--- config.mk ---
export PLATFORM = sky130hd
export DESIGN_NAME = pipe_skid_stage
export DESIGN_NICKNAME = d
export VERILOG_FILES = /design/src/rtl/pipe_skid_stage.sv
export SDC_FILE = /design/constraint.sdc
export NUM_CORES = 1
export LEC_CHECK = 0
export ABC_AREA = 0
export BUFFER_PORTS_ARGS = -buffer_cell sky130_fd_sc_hd__buf_2
export CORE_UTILIZATION = 35
export CTS_CLUSTER_SIZE = 24
export DETAILED_ROUTE_END_ITERATION = 16
export PLACE_DENSITY = 0.65
export SLEW_MARGIN = 20
export SYNTH_ARGS = -nofsm -noshare
export SYNTH_HDL_FRONTEND = slang
export SYNTH_SLANG_ARGS = --single-unit
--- constraint.sdc ---
create_clock -name clk -period 2.06 [get_ports clk]
set_input_delay 0.206 -clock clk [delete_from_list [all_inputs] [get_ports clk]]
set_output_delay 0.206 -clock clk [all_outputs]
set_load 0.1 [all_outputs]
--- src/rtl/pipe_skid_stage.sv ---
// Elastic pipeline stage with a valid/ready handshake, a 2-entry skid buffer and flush.
// in_ready, out_valid and occupancy come only from registered state. This keeps any
// combinational path from out_ready to in_ready, or from in_* to out_*, out of this stage.
module pipe_skid_stage #(
    parameter int unsigned      WIDTH       = 32,
    parameter logic [WIDTH-1:0] RESET_VALUE = '0
) (
    input  logic             clk,
    input  logic             reset,
    input  logic             flush,
    input  logic             in_valid,
    output logic             in_ready,
    input  logic [WIDTH-1:0] in_data,
    output logic             out_valid,
    input  logic             out_ready,
    output logic [WIDTH-1:0] out_data,
    output logic [1:0]       occupancy
);

    typedef enum logic [1:0] {
        StEmpty = 2'd0,
        StOne   = 2'd1,
        StTwo   = 2'd2
    } state_e;

    state_e           state_q, state_d;
    logic [WIDTH-1:0] main_q, main_d;
    logic [WIDTH-1:0] skid_q, skid_d;

    logic in_fire;
    logic out_fire;

    // Decode the handshake outputs and the occupancy from the registered state only.
    always_comb begin
        in_ready  = 1'b1;
        out_valid = 1'b0;
        occupancy = 2'd0;
        unique case (state_q)
            StEmpty: begin
                in_ready  = 1'b1;
                out_valid = 1'b0;
                occupancy = 2'd0;
            end
            StOne: begin
                in_ready  = 1'b1;
                out_valid = 1'b1;
                occupancy = 2'd1;
            end
            StTwo: begin
                in_ready  = 1'b0;
                out_valid = 1'b1;
                occupancy = 2'd2;
            end
            default: begin
                in_ready  = 1'b1;
                out_valid = 1'b0;
                occupancy = 2'd0;
            end
        endcase
    end

    assign in_fire  = in_valid & in_ready;
    assign out_fire = out_valid & out_ready;
    assign out_data = main_q;

    // Next state and data: flush wins over the normal transitions. A flush clears validity
    // only, so the data registers keep whatever they held.
    always_comb begin
        state_d = state_q;
        main_d  = main_q;
        skid_d  = skid_q;
        if (flush) begin
            state_d = StEmpty;
        end else begin
            unique case (state_q)
                StEmpty: begin
                    if (in_fire) begin
                        state_d = StOne;
                        main_d  = in_data;
                    end
                end
                StOne: begin
                    if (in_fire && out_fire) begin
                        main_d = in_data;
                    end else if (in_fire) begin
                        state_d = StTwo;
                        skid_d  = in_data;
                    end else if (out_fire) begin
                        state_d = StEmpty;
                    end
                end
                StTwo: begin
                    // in_ready is low here, so only a drain can happen.
                    if (out_fire) begin
                        state_d = StOne;
                        main_d  = skid_q;
                    end
                end
                default: begin
                    state_d = StEmpty;
                end
            endcase
        end
    end

    // State and data registers with a synchronous reset.
    always_ff @(posedge clk) begin
        if (reset) begin
            state_q <= StEmpty;
            main_q  <= RESET_VALUE;
            skid_q  <= RESET_VALUE;
        end else begin
            state_q <= state_d;
            main_q  <= main_d;
            skid_q  <= skid_d;
        end
    end

endmodule

# Word-level counts from Yosys, hierarchy flattened
# Index checks and enable logic that the tools add are counted.
# totals
elab_cells	35
register_bits	66
out_inout_bits	36
in_bits	37
# op_classes
reduce_logical	8
n_eq_ne	7
mux	13
bitwise_logic	4
# op_table
cell	count
32-bit 2-to-1 mux	3
32-bit one-hot mux with 3 select lines	1
2-bit 2-to-1 mux	5
2-bit inequality test (second input constant)	4
4-bit AND reduction	2
2-bit one-hot mux with 3 select lines	1
5-bit AND reduction	1
2-bit one-hot mux with 2 select lines	1
2-bit OR reduction	2
3-bit inequality test (second input constant)	1
3-bit nonzero test	1
1-bit AND	2
2-bit by 1-bit == test with 1-bit output (second input constant)	1
2-bit == test (second input constant)	1
2-bit logical NOT	1
1-bit 2-to-1 mux	2
1-bit inverter	2
1-bit logical AND	1

# Logic depth before layout (Yosys ltp)
# Gate-level depths: netlist of the first run.
# depth
ltp_word	8
mapped_depth	9

# Worst setup path before layout of the first run
# No wires, ideal clock.
# synth_path
kind	register to register
from	register state_q[0]
to	register state_q[0]
arrival_time_ns	2.564
stages_incl_launch_ff	7
n_path_buf	1
slack_ns	-0.576
cell_sequence	dfxtp_1 > inv_1 > ha_1 > buf_2 > inv_1 > o211ai_1 > mux2i_1
# synth_lines
item	line	source
start: declaration	26	state_e state_q, state_d;
start signal: assignment	109	state_q <= StEmpty;
start signal: assignment	113	state_q <= state_d;
2-bit == test (*)	38	unique case (state_q)
1-bit 2-to-1 mux (*)	38	
net in_ready	12	output logic in_ready,
1-bit AND (*)	62	assign in_fire = in_valid & in_ready;
2-bit 2-to-1 mux / 1-bit logical AND (equally long branches)	85, 83	
2-bit 2-to-1 mux / 2-bit inequality test (equally long branches)	n/a	
2-bit one-hot mux with 3 select lines / 4-bit AND reduction (equally long branches)	n/a	
# Mark *: on every way through the listed nets, which the timed path passes. The rest lies on a longest branch. The select of a mux whose other input is x is not followed.
# A chain may end at the register's enable or synchronous reset.

# Worst setup path in the final report of the first run
# layout_path
from	register state_q[0]
to	output port in_ready
# layout_via
elab_chain_cells	2
# layout_lines
item	line
2-bit == test	38
1-bit 2-to-1 mux	38
end: declaration	12
# No other way between the ends.

==> results by group, run 1 <==
Pwr
  – Tot Pwr: 3.30 mW
  – Clk network pwr share: 32.5%
  – Sequential share of power: 41.9%
  – Psw: 1.21 mW
  – Internal power: 2.09 mW
  – Worst VDD drop: 0.000382 V
  – Switch share: 36.6%
  – Cell area power density: 893 mW/mm2
  – Pleak: 1.35 nW
  – Gate power share: 25.6%

Placement
  – DP HPWL: 4840 um
  – I/O Buffers: 72
  – Final GP Congestion: 0.751
  – DP Area: 0.00350 mm2

Logic synthesis
  – Distinct cells, synth: 23
  – Syn Area/Cell: 9.39 um2
  – Sequential cell area fraction in the yosys report: 44.5%
  – Yosys warns: 0
  – Syn Nets: 357
  – Post-Syn Area: 0.00297 mm2
  – Yosys reg bits: 66
  – Gate Count Post-Synth: 316

Route
  – Via density: 5.02
  – # DRC: 0
  – Post-Route WL: 7070 um
  – 1st-pass router iterations: 4
  – Vias after detailed routing: 2,496
  – DR WL/cell: 14.2 um
  – Post-route ant nets: 0
  – Iteration-0 DRC Markers: 99

STA
  – Max_slew headroom: 67.2%
  – Max-slew violations: 0
  – Final hold violation count: 0
  – Clk_skew: 0.00555 ns
  – FMAX: 528 MHz
  – Final Critical Period: 1.89 ns
  – RSZ-0062 raised after global routing: no
  – Fin crit share: 91.9%
  – Worst Max-Slew Pin Slew: 0.495 ns
  – Hold_ws: 0.107 ns
  – Final setup vio count: 0
  – Setup_tns: 0 ns

Clock network
  – Clk_lat worst skew: 0.34 ns
  – Root Buffer: clkbuf_8
  – Clk pin slew, worst setup/hold paths: 0.08 ns
  – CTS Buf Count: 9
  – TritonCTS clock tree: yes
  – H-Tree Depth: 3
  – CTS Sinks: 66
  – Max Root-Sink Buffers: 2

Critical path
  – Critical path class: reg2out
  – Crit path cell chain: inv_2, ha_4, buf_6, clkinvlp_4, buf_2
  – Crit-path max FO: 16
  – WP buf/inv: 4
  – Setup crit start kind: flip-flop
  – Worst EP required: 1.85 ns
  – Largest stage delay, worst path: 0.34 ns
  – Critical-path top delay cell: dfxtp_2
  – Crit path max-delay family: buffers and inverters
  – Worst setup EP type: output port
  – CP Data Arrival Time: 1.69 ns

Floorplanning
  – Die height: 94.1 um
  – Die outline width: 94.1 um
  – Die area: 0.00885 mm2
  – Top-Level Pins: 73
  – # rows: 33
  – Starting density of the core: 36.1%
  – Core Footprint: 0.00822 mm2

Cells and area
  – Share of cells above drive strength 1: 36.7%
  – Fill count: 814
  – Most common cell after layout, fill and taps aside: buf_2
  – Finished Cell Area: 0.00369 mm2
  – Most frequent cells in the layout: 71 x buf_2, 66 x nand2_1, 64 x a21oi_1, 64 x dfxtp_1, 34 x mux2i_1
  – Area growth syn-to-layout: 24.5%
  – Final Util: 44.9%
  – Number of nets in the layout: 428
  – ANT cells: 0

Global routing
  – Vias in the first global route: 2,275
  – Initial antenna violation count: 0
  – First-pass GRT wire length: 11,300 um
  – Global route overflow: 0
  – Largest net degree at the start of global routing: 33
  – Gr usage total: 16.6%

Min path
  – Hold WC Path Type: in2reg

Flow run
  – Max-cap violations: 0

Status
  – Status: completed
## final cells by class
cell class | instances | area [um2] | share of cell area, %
Tap cell | 105 | 131 | 3.56
Clock inverter | 7 | 68.8 | 1.86
Sequential cell | 66 | 1320 | 35.9
Inverter | 5 | 22.5 | 0.610
Timing Repair Buffer | 88 | 499 | 13.5
Clock buffer | 9 | 124 | 3.35
Multi-Input combinational cell | 217 | 1520 | 41.2
## flip-flops by register name, indices dropped and copies added, names as in the netlist
register,cells
out_data,32
state_q,2
skid_q,32
## worst reg2reg max path, stage by stage, from the launching register on
cell and delay (ns):
dfxtp_2 0.38, inv_1 0.09, ha_4 0.25, and4b_1 0.20, nand2b_1 0.16, and2_2 0.23, buf_4 0.19, a211oi_2 0.20
## cell usage after synthesis, drive strengths merged
cell	count	area, um2
a21oi	64	320
o21ai	1	5.00
nor2	2	7.51
clkbuf	11	41.3
or2	1	6.26
nand2b	2	12.5
nor2b	1	6.26
nand2	66	248
a221oi	1	15.0
mux2i	34	340
a211o	1	8.76
ha	4	50.1
and4b	1	10.0
o211ai	2	15.0
a211oi	33	403
nand3b	2	15.0
inv	5	18.8
dfxtp	66	1320
buf	17	110
and2	1	6.26
o22ai	1	6.26
## layer usage
| metal | routed length (um) | vias to the layer above | global-route usage, % |
|---|---|---|---|
| met5 | 0 | - | 0 |
| met4 | 86 | 0 | 5.00 |
| met3 | 429 | 8 | 5.58 |
| met2 | 3190 | 61 | 25.8 |
| met1 | 3370 | 1173 | 21.7 |
| li1 | - | 1254 | - |
## power by group through the flow
| stage | Combinational (mW) | Sequential [mW] | Clock [mW] |
|---|---|---|---|
| after floorplan | 0.288 | 1.81 | 0 |
| after global placement | 0.839 | 1.41 | 0 |
| after detailed placement | 0.849 | 1.41 | 0 |
| after CTS | 0.850 | 1.38 | 1.10 |
| after global routing | 0.887 | 1.39 | 1.16 |
| final | 0.844 | 1.38 | 1.07 |
## stage by stage
step	cells	setup slack [ns]
after global placement	481	0.319
after global routing	497	0.0903
final	497	0.167
after floorplan	316	-0.00616
after CTS	497	0.0299
after detailed placement	481	0.273
## kinds of logic after synthesis
logic type               Yosys count  synth area share (%)
multiplexers                      34                  11.5
AND/OR/NAND/NOR                   76                  10.5
buffers and inverters             33                  5.74
adder cells (fa/ha/maj)            4                  1.69
AO/OA/AOI/OAI                    103                  26.1
flip-flops                        66                  44.5
## timing repair
item | CTS | global route
setup buffers | 0 | 0
hold buffers | 0 | 0
endpoints found under the setup margin | 0 | 1
gates resized for setup | 0 | 1
## final timing paths
kind                     from           to  slack, ns  cells after the start
setup / recovery   state_q[0]     in_ready       0.17                      5
hold / removal    in_data[30]   skid_q[30]       0.11                      3
setup reg to reg   state_q[1]  out_data[2]       0.28                      7
hold reg to reg    skid_q[21]   skid_q[21]       0.46                      2
Power figures use the tool's default switching activity.
==> run 2, diff against run 1 <==
--- a/config.mk
+++ b/config.mk
@@ -7,6 +7,8 @@
 export LEC_CHECK = 0
 export ABC_AREA = 0
 export BUFFER_PORTS_ARGS = -buffer_cell sky130_fd_sc_hd__buf_2
+export CORE_ASPECT_RATIO = 0.8
+export CORE_MARGIN = 2
 export CORE_UTILIZATION = 35
 export CTS_CLUSTER_SIZE = 24
 export DETAILED_ROUTE_END_ITERATION = 16
==> results by group, run 2 (same netlist as run 1, synthesis figures left out) <==
Status
  – Status: completed

Global routing
  – First-pass GRT wire length: 12,000 um
  – Initial antenna violation count: 0
  – Gr usage total: 16.6%
  – Largest net degree at the start of global routing: 46
  – Global route overflow: 0
  – Vias in the first global route: 2,442

Min path
  – Hold WC Path Type: in2reg

Route
  – DR WL/cell: 14.8 um
  – Vias after detailed routing: 2,510
  – Via density: 5.00
  – # DRC: 0
  – Post-route ant nets: 0
  – Iteration-0 DRC Markers: 86
  – 1st-pass router iterations: 4
  – Post-Route WL: 7440 um

STA
  – Max_slew headroom: 64.9%
  – Max-slew violations: 0
  – Clk_skew: 0.00725 ns
  – Final hold violation count: 0
  – Final setup vio count: 0
  – Worst Max-Slew Pin Slew: 0.527 ns
  – Fin crit share: 91.4%
  – Final Critical Period: 1.88 ns
  – RSZ-0062 raised after global routing: no
  – Setup_tns: 0 ns
  – FMAX: 531 MHz

Cells and area
  – Multi-input logic area: 0.00152 mm2
  – Number of nets in the layout: 426
  – ANT cells: 0
  – Share of cells above drive strength 1: 36.2%
  – Most common cell after layout, fill and taps aside: buf_2
  – Area growth syn-to-layout: 26.7%
  – Finished Cell Area: 0.00376 mm2
  – Fill count: 823
  – Most frequent cells in the layout: 71 x buf_2, 66 x nand2_1, 64 x a21oi_1, 64 x dfxtp_1, 34 x mux2i_1
  – Reg area: 0.00132 mm2

Flow run
  – Max-cap violations: 0

Clock network
  – CTS Sinks: 66
  – Cts repair resizes: 0
  – Clk_lat worst skew: 0.34 ns
  – Post-CTS Repair Setup Buffers: 0
  – TritonCTS clock tree: yes
  – Cts hold-fix bufs: 0
  – Root Buffer: clkbuf_8
  – Clk pin slew, worst setup/hold paths: 0.07 ns
  – CTS Buf Count: 9
  – Max Root-Sink Buffers: 2
  – H-Tree Depth: 3

Floorplanning
  – Die area: 0.00923 mm2
  – Starting density of the core: 35.4%
  – Core Footprint: 0.00837 mm2
  – Die outline width: 107 um
  – # rows: 30
  – Top-Level Pins: 73
  – Die height: 86.3 um

Critical path
  – Crit-path max FO: 16
  – WP buf/inv: 2
  – Critical path class: reg2reg
  – Setup crit start kind: flip-flop
  – Crit path max-delay family: simple AND/OR/NAND/NOR gates
  – Critical-path top delay cell: dfxtp_2
  – Largest stage delay, worst path: 0.37 ns
  – Worst setup EP type: flip-flop
  – CP Data Arrival Time: 2.08 ns
  – Crit path cell chain: inv_1, ha_4, and4b_1, nand2b_1, and2_2, buf_4, a211oi_2
  – Worst EP required: 2.26 ns

Pwr
  – Pleak: 1.37 nW
  – Worst VDD drop: 0.000355 V
  – Cell area power density: 917 mW/mm2

Placement
  – Final GP Congestion: 0.786
  – DP HPWL: 5110 um
  – I/O Buffers: 72
  – DP Area: 0.00354 mm2
## run 2: changes by cell type in the layout (fill, tap and decap cells not counted)
| cell | previous run | this run |
|---|---|---|
| buf_6 | 1 | 0 |
| inv_6 | 1 | 0 |
| clkbuf_1 | 0 | 1 |
| clkinvlp_4 | 3 | 2 |
| clkinv_2 | 3 | 2 |
| bufinv_16 | 1 | 2 |
| clkbuf_8 | 9 | 10 |
| buf_12 | 1 | 5 |
| buf_4 | 15 | 10 |
## run 2: path summary, 6_finish.rpt
kind	slack, ns	cells past startpoint	end	start
worst min register to register	0.46	2	skid_q[30]	skid_q[30]
worst min-delay path	0.11	3	skid_q[5]	in_data[5]
worst max-delay path	0.18	7	out_data[19]	state_q[1]
worst max register to register	0.18	7	out_data[19]	state_q[1]
## run 2: worst reg2reg max path, stage by stage (launching register included)
cell,delay (ns)
dfxtp_2,0.37
inv_1,0.09
ha_4,0.31
and4b_1,0.22
nand2b_1,0.16
and2_2,0.20
buf_4,0.29
a211oi_2,0.11
## run 2: area by class of cell
type | count | area share [%]
multi-input cells | 217 | 40.5
flip-flops and latches | 66 | 35.2
repair buffers | 86 | 14.1
clock buffers | 11 | 3.76
well taps | 112 | 3.73
clock inverters | 5 | 2.06
inverters | 5 | 0.599
## run 2: per-layer routing
metal | vias up | routed length, um | global-route usage (%)
met5 | - | 0 | 0
met4 | 0 | 52 | 4.60
met3 | 4 | 283 | 4.14
met2 | 51 | 3690 | 28.4
met1 | 1211 | 3420 | 21.0
li1 | 1244 | - | -
## run 2: where the power goes
part	leakage, nW	switching [mW]	internal [mW]	total (mW)
registers	0.540	0.0381	1.34	1.38
logic	0.723	0.661	0.194	0.855
clock network	0.109	0.497	0.711	1.21
total	1.37	1.20	2.25	3.44
## run 2: metrics by stage
step           power [mW]  utilization, %  cells  hold slack, ns  setup slack (ns)
2_1_floorplan        2.09               -    316           0.342          -0.00616
6_report             3.44            44.9    502           0.105             0.178
3_3_place_gp         2.26            42.3    486           0.442             0.268
3_5_place_dp         2.27            42.3    486           0.448             0.171
4_1_cts              3.48            44.9    502          0.0865             0.161
5_1_grt              3.59            44.9    502           0.101            0.0543
